==> src/rtl/d_reg_skew_line_pkg.sv <==
// bwn_pkg: constants and helpers shared across the BWN datapath.
// Lane packing: lane c of a CH*WL bus occupies bits [c*WL +: WL].
`ifndef BWN_LANE
`define BWN_LANE(bus, c, wl) bus[(c)*(wl) +: (wl)]
`endif

package bwn_pkg;

    localparam int BWN_WL    = 8;
    localparam int BWN_CH    = 4;
    localparam int BWN_DEPTH = 8;

    function automatic int clog2(input int v);
        int r;
        r = 0;
        for (int p = 1; p < v; p = p * 2) begin
            r++;
        end
        return r;
    endfunction

    function automatic int lane_lo(input int c, input int wl);
        return c * wl;
    endfunction

endpackage

==> src/rtl/d_reg_skew_line_if.sv <==
// Data/control bus of the skewed delay line.
// The master drives the stream and delay config; the slave is the line.
interface d_reg_skew_line_if
    import bwn_pkg::*;
#(
    parameter int WL = BWN_WL,
    parameter int CH = BWN_CH,
    parameter int DW = 4
);

    logic            iEN;
    logic            iSTART;
    logic            iVALID;
    logic [CH*WL-1:0] iDATA;
    logic [DW-1:0]   iDLY;
    logic            iSKEW;
    logic [CH*WL-1:0] oDATA;
    logic [CH-1:0]   oVALID;
    logic            oPRIMED;

    modport master (
        output iEN,
        output iSTART,
        output iVALID,
        output iDATA,
        output iDLY,
        output iSKEW,
        input  oDATA,
        input  oVALID,
        input  oPRIMED
    );

    modport slave (
        input  iEN,
        input  iSTART,
        input  iVALID,
        input  iDATA,
        input  iDLY,
        input  iSKEW,
        output oDATA,
        output oVALID,
        output oPRIMED
    );

endinterface

==> src/rtl/d_reg_skew_line_chain.sv <==
// d_reg_chain: one lane of NS {valid, data} stages with a tap select.
// Tap k reads stage k straight from the registers; tap 0 reads nothing.
module d_reg_chain #(
    parameter int WL = 8,
    parameter int NS = 11,
    parameter int TW = 4
) (
    input  logic          iCLK,
    input  logic          iRST,
    input  logic          iEN,
    input  logic          iSTART,
    input  logic          iVALID,
    input  logic [WL-1:0] iDATA,
    input  logic [TW-1:0] iTAP,
    output logic          oVALID,
    output logic [WL-1:0] oDATA
);

    logic [NS:1]   r_vld;
    logic [WL-1:0] r_dat [1:NS];
    logic          w_vld;
    logic [WL-1:0] w_dat;

    always_ff @(posedge iCLK or posedge iRST) begin
        if (iRST) begin
            r_vld <= '0;
            for (int k = 1; k <= NS; k++) begin
                r_dat[k] <= '0;
            end
        end else if (iSTART) begin
            r_vld <= '0;
            for (int k = 1; k <= NS; k++) begin
                r_dat[k] <= '0;
            end
        end else if (iEN) begin
            r_vld[1] <= iVALID;
            r_dat[1] <= iDATA;
            for (int k = 2; k <= NS; k++) begin
                r_vld[k] <= r_vld[k-1];
                r_dat[k] <= r_dat[k-1];
            end
        end
    end

    always_comb begin
        w_vld = 1'b0;
        w_dat = '0;
        for (int k = 1; k <= NS; k++) begin
            if (iTAP == TW'(k)) begin
                w_vld = r_vld[k];
                w_dat = r_dat[k];
            end
        end
    end

    assign oVALID = w_vld;
    // Invalid slots are forced to zero so stale data never leaks out.
    assign oDATA  = w_vld ? w_dat : '0;

endmodule

==> src/rtl/d_reg_skew_line.sv <==
// d_reg_skew_line: CH-lane delay line, 1..DEPTH cycles, optional
// systolic skew of c extra cycles on lane c to stagger PE activations.
module d_reg_skew_line
    import bwn_pkg::*;
#(
    parameter int WL    = BWN_WL,
    parameter int CH    = BWN_CH,
    parameter int DEPTH = BWN_DEPTH,
    parameter int DW    = clog2(DEPTH + 1)
) (
    input logic              iCLK,
    input logic              iRST,
    d_reg_skew_line_if.slave bus
);

    localparam int NS = DEPTH + CH - 1;
    localparam int TW = clog2(NS + 1);

    logic [TW-1:0]    w_base;
    logic [TW-1:0]    w_need;
    logic [TW-1:0]    r_cnt;
    logic [CH-1:0]    w_vld;
    logic [CH*WL-1:0] w_dat;

    always_comb begin
        w_base = TW'(bus.iDLY);
        if (bus.iDLY == '0) begin
            w_base = TW'(1);
        end else if (bus.iDLY > DW'(DEPTH)) begin
            w_base = TW'(DEPTH);
        end
    end

    // Primed once the slowest lane (lane CH-1 when skewed) has data.
    assign w_need = w_base + (bus.iSKEW ? TW'(CH - 1) : TW'(0));

    for (genvar c = 0; c < CH; c++) begin : g_lane
        logic [TW-1:0] w_tap;

        assign w_tap = w_base + (bus.iSKEW ? TW'(c) : TW'(0));

        d_reg_chain #(
            .WL (WL),
            .NS (NS),
            .TW (TW)
        ) u_chain (
            .iCLK   (iCLK),
            .iRST   (iRST),
            .iEN    (bus.iEN),
            .iSTART (bus.iSTART),
            .iVALID (bus.iVALID),
            .iDATA  (`BWN_LANE(bus.iDATA, c, WL)),
            .iTAP   (w_tap),
            .oVALID (w_vld[c]),
            .oDATA  (`BWN_LANE(w_dat, c, WL))
        );
    end

    always_ff @(posedge iCLK or posedge iRST) begin
        if (iRST) begin
            r_cnt <= '0;
        end else if (bus.iSTART) begin
            r_cnt <= '0;
        end else if (bus.iEN && (r_cnt != TW'(NS))) begin
            r_cnt <= r_cnt + TW'(1);
        end
    end

    assign bus.oVALID  = w_vld;
    assign bus.oDATA   = w_dat;
    assign bus.oPRIMED = (r_cnt >= w_need);

endmodule

==> src/flat_wrapper.sv <==
// flat-port wrapper written by rule: the top's interface ports become plain ports
module d_reg_skew_line_flat import bwn_pkg::*;
#(
    parameter int WL    = BWN_WL,
    parameter int CH    = BWN_CH,
    parameter int DEPTH = BWN_DEPTH,
    parameter int DW    = clog2(DEPTH + 1)
)
  (iCLK, iRST, bus_iEN, bus_iSTART, bus_iVALID, bus_iDATA, bus_iDLY, bus_iSKEW, bus_oDATA, bus_oVALID, bus_oPRIMED);
  d_reg_skew_line_if #(.WL(WL), .CH(CH), .DW(DW)) bus_i ();
  input logic iCLK;
  input logic iRST;
  input wire logic [$bits(bus_i.iEN)-1:0] bus_iEN;
  input wire logic [$bits(bus_i.iSTART)-1:0] bus_iSTART;
  input wire logic [$bits(bus_i.iVALID)-1:0] bus_iVALID;
  input wire logic [$bits(bus_i.iDATA)-1:0] bus_iDATA;
  input wire logic [$bits(bus_i.iDLY)-1:0] bus_iDLY;
  input wire logic [$bits(bus_i.iSKEW)-1:0] bus_iSKEW;
  output wire logic [$bits(bus_i.oDATA)-1:0] bus_oDATA;
  output wire logic [$bits(bus_i.oVALID)-1:0] bus_oVALID;
  output wire logic [$bits(bus_i.oPRIMED)-1:0] bus_oPRIMED;
  assign bus_i.iEN = bus_iEN;
  assign bus_i.iSTART = bus_iSTART;
  assign bus_i.iVALID = bus_iVALID;
  assign bus_i.iDATA = bus_iDATA;
  assign bus_i.iDLY = bus_iDLY;
  assign bus_i.iSKEW = bus_iSKEW;
  assign bus_oDATA = bus_i.oDATA;
  assign bus_oVALID = bus_i.oVALID;
  assign bus_oPRIMED = bus_i.oPRIMED;
  d_reg_skew_line #(.WL(WL), .CH(CH), .DEPTH(DEPTH), .DW(DW)) u_core (.iCLK(iCLK), .iRST(iRST), .bus(bus_i));
endmodule
==> config.mk <==
export PLATFORM = sky130hd
export DESIGN_NAME = d_reg_skew_line_flat
export DESIGN_NICKNAME = d
export VERILOG_FILES = /design/src/rtl/d_reg_skew_line_pkg.sv /design/src/rtl/d_reg_skew_line_if.sv /design/src/rtl/d_reg_skew_line_chain.sv /design/src/rtl/d_reg_skew_line.sv /design/src/flat_wrapper.sv
export SDC_FILE = /design/constraint.sdc
export NUM_CORES = 1
export LEC_CHECK = 0
export ABC_AREA = 0
export ABC_CLOCK_PERIOD_IN_PS = 15800
export CORE_ASPECT_RATIO = 2
export CORE_MARGIN = 4
export CORE_UTILIZATION = 40
export CTS_CLUSTER_SIZE = 40
export DETAILED_ROUTE_END_ITERATION = 10
export PLACE_DENSITY = 0.59
export SYNTH_ARGS = -nofsm -noshare
export SYNTH_HDL_FRONTEND = slang
export SYNTH_SLANG_ARGS = --single-unit
==> constraint.sdc <==
create_clock -name iCLK -period 15.8 [get_ports iCLK]
set_input_delay 3.16 -clock iCLK [delete_from_list [all_inputs] [get_ports iCLK]]
set_output_delay 3.16 -clock iCLK [all_outputs]
set_load 0.01 [all_outputs]
* After elaboration in Yosys (flattened, before gate mapping)
Index checks and enable logic that the tools add are counted.
** Storage, ports and cells
- Flip-flop bits (word level) :: 400
- Input port bits :: 42
- Output and inout bits :: 37
- Word-level logic and storage cells :: 219
** Operators by class
- Add/subtract/negate cells :: 4
- $lt $le $gt $ge :: 2
- Equality and inequality tests :: 45
- Multiplexer cells :: 115
- Reduce and logical (&&, ||, !) cells :: 4
** Operator list (count)
- 88-bit two-way mux :: 8
- 8-bit two-way mux :: 48
- 11-bit two-way mux :: 8
- 4-bit by 3-bit equality test with 1-bit output, second input constant :: 16
- 4-bit equality test, second input constant :: 16
- 1-bit two-way mux :: 45
- 4-bit by 2-bit equality test with 1-bit output, second input constant :: 8
- 4-bit by 1-bit equality test with 1-bit output, second input constant :: 4
- 4-bit two-way mux :: 4
- 4-bit adder :: 3
- 4-bit by 1-bit adder with 4-bit output, second input constant :: 1
- 4-bit >= comparator :: 1
- 4-bit > comparator, second input constant :: 1
- 4-bit zero test :: 1
- 2-bit two-way mux :: 2
- 4-bit inequality test, second input constant :: 1
- 2-bit nonzero test :: 2
- 1-bit logical AND :: 1

* Longest topological paths before layout
- Depth in word-level cells :: 17
- Mapped depth :: 16
- Gate-level depth less buffers :: 11

* Cells and area by module
A second synthesis with hierarchy kept.
** Second synthesis, totals
- Cells, all modules :: 1966
- Area total of the unflattened synthesis :: 20611.0 um2
** By module, submodules not included
- d_reg_chain at u_core.g_lane[1].u_chain ... :: times used 3, cells each 479, area each 5043.6 um2, sequential area each 2477.4 um2
- d_reg_chain at u_core.g_lane[0].u_chain :: times used 1, cells each 472, area each 4986.0 um2, sequential area each 2477.4 um2
- d_reg_skew_line :: times used 1, cells each 57, area each 494.2 um2, sequential area each 100.1 um2

* Worst setup path after synthesis
No wires, ideal clock.
- Kind :: input to output
- Start point :: input bus_iDLY[3]
- End point :: output bus_oPRIMED
- Data arrival time :: 6054 ps
- Setup slack :: 6586 ps
- Cell stages on the path :: 16
- Buffers on the path :: 8
- Path through :: buf_4 -> buf_2 -> buf_1 -> nor2b_1 -> clkbuf_1 -> ha_1 -> buf_2 -> clkbuf_1 -> clkbuf_1 -> buf_1 -> nand3_1 -> nand3_1 -> o21ai_0 -> ha_1 -> o21ai_0 -> nand2b_1
** Between the ends
- Word-level cells in the longest chain between the ends :: 5
- Elaborated cells on any way between the ends :: 6
** RTL lines
- start: declaration :: RTL line flat_wrapper.sv:17 : input wire logic [$bits(bus_i.iDLY)-1:0] bus_iDLY;
- 4-bit > comparator :: RTL line d_reg_skew_line.sv:29 : end else if (bus.iDLY > DW'(DEPTH)) begin
- 4-bit two-way mux :: RTL line d_reg_skew_line.sv:29
- 4-bit two-way mux * :: RTL line d_reg_skew_line.sv:27 : if (bus.iDLY == '0) begin
- 4-bit adder * :: RTL line d_reg_skew_line.sv:35 : assign w_need = w_base + (bus.iSKEW ? TW'(CH - 1) : TW'(0));
- 4-bit >= comparator * :: RTL line d_reg_skew_line.sv:71 : assign bus.oPRIMED = (r_cnt >= w_need);
- end: declaration :: RTL line flat_wrapper.sv:21 : output wire logic [$bits(bus_i.oPRIMED)-1:0] bus_oPRIMED;
Every way passes the cells marked *; elsewhere a longest branch is shown, timed or not.

* Worst setup path after layout
- Start point :: input bus_iDLY[0]
- End point :: output bus_oDATA[26]
** Between the ends
- Word-level cells in the longest chain between the ends :: 17
- Elaborated cells on any way between the ends :: 39
** RTL lines
- 4-bit > comparator :: RTL line d_reg_skew_line.sv:29
- 4-bit two-way mux :: RTL line d_reg_skew_line.sv:29
- 4-bit two-way mux * :: RTL line d_reg_skew_line.sv:27
- 4-bit adder * :: RTL line d_reg_skew_line.sv:40 : assign w_tap = w_base + (bus.iSKEW ? TW'(c) : TW'(0));
- 4-bit by 1-bit equality test with 1-bit output :: RTL line d_reg_skew_line_chain.sv:49 : if (iTAP == TW'(k)) begin
- 8-bit two-way mux or 1-bit two-way mux (tied branches) (11 in a row) :: RTL line d_reg_skew_line_chain.sv:49
- 8-bit two-way mux * :: RTL line d_reg_skew_line_chain.sv:58 : assign oDATA = w_vld ? w_dat : '0;
- end: declaration :: RTL line flat_wrapper.sv:19 : output wire logic [$bits(bus_i.oDATA)-1:0] bus_oDATA;
Marked as above.

==> results.sh <==
export IMPL_core_area_um2=44190
export IMPL_crit_arrival_ps=9090
export IMPL_fmax_mhz=81.61
export IMPL_fin_crit_ps=12250
export IMPL_wl_per_cell_um=20.36
export IMPL_cts_hold_buf=0
export IMPL_ys_seq_area_frac=0.4795
export IMPL_wirelength_mm=48.07
export IMPL_ys_seq_elements=343
export IMPL_finClkSkew_ps=15.40
export IMPL_drv_slew=0
export IMPL_finalCritPeriodShare=0.7755
export IMPL_grt_setup_unrepaired="no"
export IMPL_max_vdd_ir_drop_uv=60.24
export IMPL_fin_setup_tns_ps=0
export IMPL_start_kind="primary input"
export IMPL_remaining_drc_errors=0
export IMPL_synth_edf_count=0
export IMPL_yosysUniqueCellTypes=74
export IMPL_async_flop_share=1.000
export IMPL_ctsResizeCount=0
export IMPL_core_rowCount=109
export IMPL_synth_warning_count=0
export IMPL_h_tree_depth=2
export IMPL_vias_per_cell=5.694
export IMPL_track_usage=0.1981
export IMPL_syn_cell_area_um2=17900
export IMPL_ant_nets=0
export IMPL_setup_violations=0
export IMPL_cts_root_buf="clkbuf_16"
export IMPL_syn_inst=1794
export IMPL_required_ps=12640
export IMPL_die_width_um=157.6
export IMPL_status="completed"
export IMPL_initial_core_util=0.4051
export IMPL_worstSetupPathType="primary input to primary output"
export IMPL_regArea_um2=8583
export IMPL_vias=13440
export IMPL_cts_tree="done"
export IMPL_clk_insertion_delay_late_ps=530
export IMPL_multi_input_area_um2=8605
export IMPL_synth_avg_cell_area_um2=9.978
export IMPL_whs_ps=523.5
export IMPL_gp_congestion=0.8517
export IMPL_dieArea_um2=48410
export IMPL_area_growth_pct=12.25
export IMPL_maxSlewHeadroom=0.2564
export IMPL_hp_class="flop to flop"
export IMPL_first_global_vias=13520
export IMPL_cts_sinks=343
export IMPL_critPathMaxStageDelay_ps=1100
export IMPL_post_cts_buffers=0
export IMPL_portBuffers=78
export IMPL_grt_max_degree=165
export IMPL_crit_fanout=36
export IMPL_worst_pin_slew_ps=1115
export IMPL_overflow=0
export IMPL_hold_viol_final=0
export IMPL_numCtsBuffers=35
export IMPL_final_layout_size_suffix_gt1_frac=0.06814
export IMPL_num_nets_final=1836
export IMPL_die_h_um=307.2
export IMPL_slowest_stage="clkdlybuf4s50_1"
export IMPL_fillers=4322
export IMPL_power_density_nw_per_um2=99.79
export IMPL_io_pins=79
export IMPL_synth_ff_type="dfrtp_1"
export IMPL_grt_pass1_wl_mm=77.02
export IMPL_synth_fp_nets=1846
export IMPL_cts_clk_slew_worst_paths_ps=60
export IMPL_drtIter0Drc=996
export IMPL_cp_cell_sequence="clkdlybuf4s50_1, o21bai_1, nand2_1, buf_4, inv_2, ha_2, fa_1, buf_4, nor2b_1, a2bb2oi_1, a2111oi_4, a211oi_4, a22oi_1, clkdlybuf4s50_1"
export IMPL_endpoint_kind="primary output"
export IMPL_drv_cap=0
export IMPL_drt_first_pass_iters=7
export IMPL_antenna_found_initial=1
export IMPL_clk_path_buf_depth=3
export IMPL_leakagePower_nw=9.475
export IMPL_dp_hpwl_mm=31.53
Yosys cell counts, types with 5 or more instances:
| cell type | count | area share |
|---|---|---|
| o21ai_0 | 39 | 0.011 |
| inv_1 | 21 | 0.0044 |
| mux2_2 | 23 | 0.014 |
| buf_2 | 24 | 0.0067 |
| a21oi_1 | 41 | 0.011 |
| nor2b_1 | 12 | 0.0042 |
| a22o_1 | 6 | 0.0029 |
| dfrtp_1 | 343 | 0.48 |
| ha_1 | 9 | 0.0063 |
| o2bb2ai_1 | 6 | 0.0029 |
| o21bai_1 | 8 | 0.0034 |
| buf_4 | 7 | 0.0029 |
| mux2i_1 | 366 | 0.20 |
| o22ai_1 | 30 | 0.010 |
| nor2_1 | 421 | 0.088 |
| buf_1 | 39 | 0.0082 |
| a22oi_1 | 32 | 0.013 |
| o221ai_1 | 14 | 0.0068 |
| and3_1 | 5 | 0.0017 |
| nor3_1 | 17 | 0.0048 |
| o32ai_1 | 6 | 0.0029 |
| a21o_1 | 7 | 0.0029 |
| a31oi_1 | 26 | 0.0091 |
| nand2_1 | 81 | 0.017 |
| a31o_2 | 6 | 0.0029 |
| clkbuf_1 | 72 | 0.015 |
| nand2b_1 | 8 | 0.0028 |
| nand4_1 | 7 | 0.0024 |
| o22a_1 | 8 | 0.0039 |
| a221oi_1 | 11 | 0.0054 |
| nand3_1 | 22 | 0.0062 |
flip-flops by register name, indices dropped and copies added (netlist names):
signal and count:
u_core.g_lane.u_chain.r_dat 328, u_core.r_cnt 4, u_core.g_lane.u_chain.r_vld 11
cells by family (layout without fill, tap and decap cells):
kind of cell	Yosys count	in the layout	synth area share
AND/OR/NAND/NOR	591	591	0.1355
flip-flops	343	343	0.4795
AO/OA/AOI/OAI	285	285	0.1141
adder cells (fa/ha/maj)	10	10	0.007409
XOR/XNOR	7	7	0.004474
other	0	1	0
buffers and inverters	169	180	0.03998
multiplexers	389	389	0.2191
metal layers:
layer / vias up / share of wire / GRT usage
met3: 97 / 0.039 / 0.02377
met5: - / 0 / 0
met4: 0 / 0.036 / 0.06910
met1: 6693 / 0.39 / 0.2409
met2: 364 / 0.53 / 0.3583
li1: 6290 / - / -
cell type report:
cell class | instances | area share
antenna | 1 | 0.0001245
clock buffer | 51 | 0.05218
clock inverter | 7 | 0.005604
inverter | 24 | 0.004981
multi-input combinational | 1282 | 0.4282
sequential | 343 | 0.4271
tap | 555 | 0.03456
timing repair buffer | 98 | 0.04720
per-stage QoR:
| step | instance area, um^2 | setup slack (ps) | total power [mW] | std cells | util |
|---|---|---|---|---|---|
| 4_1_cts | 20090 | 3573 | 2.035 | 2360 | 0.4547 |
| 5_1_grt | 20090 | 3247 | 2.088 | 2360 | 0.4547 |
| 6_report | 20090 | 3547 | 2.005 | 2361 | 0.4548 |
| 3_5_place_dp | 18930 | 3563 | 1.170 | 2302 | 0.4284 |
| 3_3_place_gp | 18920 | 3726 | 1.167 | 2301 | 0.4282 |
| 2_1_floorplan | 17900 | 3132 | 1.091 | 1794 | - |
power by group:
part	switching, mW	internal, mW
sequential	0.0117	0.889
combinational	0.162	0.0894
clock	0.346	0.508
total	0.519	1.49
path summary, 6_finish.rpt:
path	depth (start not counted)	to	from	slack, ps
setup / recovery	14	bus_oDATA[26]	bus_iDLY[0]	3550
hold / removal	2	u_core.g_lane[0].u_chain.r_dat[31]	u_core.g_lane[0].u_chain.r_dat[31]	520
setup reg to reg	6	u_core.r_cnt[2]	u_core.r_cnt[1]	14370
hold reg to reg	2	u_core.g_lane[0].u_chain.r_dat[31]	u_core.g_lane[0].u_chain.r_dat[31]	520
max in group asynchronous	4	u_core.g_lane[3].u_chain.r_dat[40]	iRST	10140
min in group asynchronous	2	u_core.g_lane[3].u_chain.r_dat[0]	iRST	3190
layout by cell type (no fill, tap or decap), types with 5 or more instances in the layout:
cell / instances
o2bb2ai_1: 6
buf_4: 19
o21bai_1: 8
mux2i_1: 366
o21ai_0: 39
nor3_1: 17
nor2b_1: 12
and3_1: 5
o221ai_1: 14
a31oi_1: 26
nor2_1: 421
inv_1: 20
dfrtp_1: 343
nand4_1: 7
a31o_2: 6
clkbuf_8: 7
a22o_1: 6
ha_1: 8
o22ai_1: 30
o32ai_1: 6
nand3_1: 22
a22oi_1: 32
mux2_2: 23
clkbuf_16: 37
a21oi_1: 41
a21o_1: 7
a221oi_1: 11
clkbuf_1: 7
o22a_1: 8
nand2_1: 81
clkdlybuf4s50_1: 75
nand2b_1: 8
critical path: cells and delay by family:
family	cells	cell delay [ps]
buf+inv	5	2760
compound gates	5	1460
fa+ha+maj	2	920
simple gates	2	770
Note: power is estimated with default switching activity, not from simulation.
==> patch: new RTL, same flow settings <==
Set the package constant `BWN_DEPTH` to 4 (it was 8).
--- a/src/rtl/d_reg_skew_line_pkg.sv
+++ b/src/rtl/d_reg_skew_line_pkg.sv
@@ -8,7 +8,7 @@
 
     localparam int BWN_WL    = 8;
     localparam int BWN_CH    = 4;
-    localparam int BWN_DEPTH = 8;
+    localparam int BWN_DEPTH = 4;
 
     function automatic int clog2(input int v);
         int r;
Interface: changed (resized bus_iDLY); port bits go from 79 to 78. The function was not compared with the original's and may differ.
==> patch against the original RTL <==
  * Total power fell by 36%
  * Critical path depth fell by 3
  * Cell count fell by 34%
  * Non-clock buffer count fell by 12
  * Area after synthesis fell by 36%
  * Cell area fell by 35%
  * Worst setup slack improved by 730 ps
  * Wire length fell by 39%
  * Clock skew rose by 0.65 ps
  * Sequential cell count fell by 133
  * Sequential share of layout area fell by 2.4 points
  * Critical endpoint unchanged
==> patch: results (changes against the original RTL) <==
----------------------------------------------------
[Synth]
  Yosys synthesis warning count ... 0 (unchanged)
  Post-synthesis sequential area ratio ... 0.461 (-0.0188)
  Yosys top cell by area ... dfrtp_1
  Number of library cell types mapped by synthesis ... 71 (-4.1%)
  Count of flip-flops with a built-in enable after synthesis ... 0 (unchanged)
  Most instantiated cells after synthesis ... nor2_1 (261), mux2i_1 (232), dfrtp_1 (210), nand2_1 (63), a21oi_1 (62)
  Post-synth net total ... 1221 (-34%)
  Async SR Flop Fraction ... 1.00 (unchanged)
  Largest cells by area after synthesis ... dfrtp_1 (46%), mux2i_1 (20%), nor2_1 (8.6%)

[Worst setup path]
  Arrival @ worst endpoint ... 8360 ps (-730 ps)
  Max stage delay on crit path ... 1140 ps (+40 ps)
  R2r endpoint ... u_core.r_cnt[2]$_DFFE_PP0P_
  Slowest-stage cell, CP ... clkdlybuf4s50_1
  Minimum setup slack among reg-to-reg paths ... 14310 ps (-60 ps)
  Worst-case reg-to-reg path depth ... 5 (-1)
  Critical Path Fanout Max ... 30 (-17%)
  Reg-to-reg critical path startpoint ... u_core.r_cnt[0]$_DFFE_PP0P_

[Power and ir drop]
  Total leakage power ... 6.20 nW (-35%)
  Design internal power ... 944 uW (-36%)
  Maximum vdd drop ... 0.0800 mV (+33%)

[Final layout]
  Fill cells ... 2660 (-38%)
  Layout cell share with drive strength beyond 1 ... 0.0680 (-0.000151)
  Number of diodes ... 0 (-1)
  Largest registers in the final layout ... u_core.g_lane.u_chain.r_dat x200, u_core.g_lane.u_chain.r_vld x7, u_core.r_cnt x3

[Clock network]
  Number of buffers added by the clock tree synthesis step ... 22 (-37%)
  Root buffer selected by CTS ... clkbuf_16
  Maximum clock path buffer count ... 3 (unchanged)
  H-tree lvl count ... 1 (-1)
  Clock transition time at the flip-flop clock pins of the worst setup and hold paths ... 60 ps (about the same)
  Worst skew pair latency ... 520 ps
  Post-CTS Setup Repair Bufs ... 0 (unchanged)
  CTS-repair resized insts ... 0 (unchanged)

[Placed design]
  Dpl hpwl ... 19.0 mm (-40%)
  Port bufs ... 77 (-1.3%)
  Placer Congestion ... 0.860 (+0.95%)

[Drt]
  Detailed-route wire length ... 29.3 mm (-39%)
  TritonRoute pass-1 iters ... 5 (-2)
  DR iter-0 viols ... 649 (-35%)
  Total number of vias ... 8593 (-36%)

[STA]
  WHS ... 514 ps (-9.85 ps)
  Setup clock skew after layout ... 16.1 ps (+0.650 ps)
  Tightest slew margin relative to the limit ... 0.279 (+0.0227)

[GRT]
  Number of global-route vias before repair ... 8700 (-36%)
  Combined global-route utilization of all metal layers ... 0.185 (-0.0129)
  First-pass GRT wire length ... 47.6 mm (-38%)
  Pin count of the biggest net entering global routing ... 142 (-14%)
  Number of antenna violations at the first check in global routing ... 0 (-1)

[Hold path]
  Worst min path class ... reg -> reg
  Number of stages on the worst hold path ... 2 (unchanged)
  Hold path start ... u_core.g_lane[3].u_chain.r_dat[2]$_DFFE_PP0P_
  Endpoint of the worst hold-timing path ... u_core.g_lane[3].u_chain.r_dat[2]$_DFFE_PP0P_

[Outcome]
  Outcome ... complete, no violations

----------------------------------------------------
-- patch: changes by cell type in the layout (fill, tap and decap cells not counted), moves of 22 or more --
cell and change:
a22oi_1 -24, nor2_1 -160, mux2i_1 -134, dfrtp_1 -133, o22ai_1 -22
-- patch: layout make-up --
cell class,count,area (sq um),share of cell area
Multi-Input combinational cell,856,5640,0.433
Clock inverter,9,114,0.00874
Clock buffer,31,654,0.0502
Sequential cell,210,5260,0.403
Inverter,14,60.1,0.00461
Tap cell,356,445,0.0342
Timing Repair Buffer,86,852,0.0654
-- patch: per-layer routing --
layer / global-route usage / vias to the layer above / routed length (microns)
li1: - / 4121 / -
met3: 0.0208 / 52 / 898
met2: 0.336 / 163 / 15600
met1: 0.225 / 4257 / 12000
met5: 0 / - / 0
met4: 0.0635 / 0 / 839
-- patch: worst max path at each step --
stage,to,from,depth (start not counted)
after floorplan,u_core.g_lane[0].u_chain.r_dat[24]$_DFFE_PP0P_,iRST,1
after global placement,bus_oDATA[25],bus_iDLY[1],12
after detailed placement,bus_oDATA[31],bus_iDLY[1],11
after CTS,bus_oDATA[31],bus_iDLY[1],11
after global routing,bus_oDATA[31],bus_iDLY[1],12
final,bus_oDATA[26],bus_iDLY[1],11
-- patch: critical path: cells and delay by family --
family / cells / cell delay, ps
buffers and inverters: 3 / 2110
AOI/OAI and AO/OA: 4 / 1080
and+or+nand+nor: 2 / 900
xor gates and xnor gates: 1 / 600
adders and majority gates: 1 / 500
-- patch: cell families after synthesis --
group	count (synthesis)	synth area share
compound gates	226	0.131
xor+xnor	6	0.00889
simple gates	382	0.140
flops	210	0.461
fa+ha+maj	8	0.00856
mux	234	0.206
buf+inv	107	0.0444
-- patch: per-stage QoR --
| stage | util | setup WS (ps) | std cells | instance area (sq um) |
|---|---|---|---|---|
| 2_1_floorplan | - | 6900 | 1173 | 11400 |
| 3_3_place_gp | 0.435 | 4470 | 1522 | 12300 |
| 3_5_place_dp | 0.435 | 4290 | 1522 | 12300 |
| 4_1_cts | 0.462 | 4280 | 1562 | 13000 |
| 5_1_grt | 0.462 | 3870 | 1562 | 13000 |
| 6_report | 0.462 | 4280 | 1562 | 13000 |
-- patch: power groups by stage --
| stage | logic [mW] | clock network [mW] | registers, mW |
|---|---|---|---|
| 2_1_floorplan | 0.135 | 0 | 0.564 |
| 3_3_place_gp | 0.186 | 0 | 0.569 |
| 3_5_place_dp | 0.188 | 0 | 0.569 |
| 4_1_cts | 0.189 | 0.562 | 0.559 |
| 5_1_grt | 0.205 | 0.580 | 0.560 |
| 6_report | 0.187 | 0.543 | 0.559 |
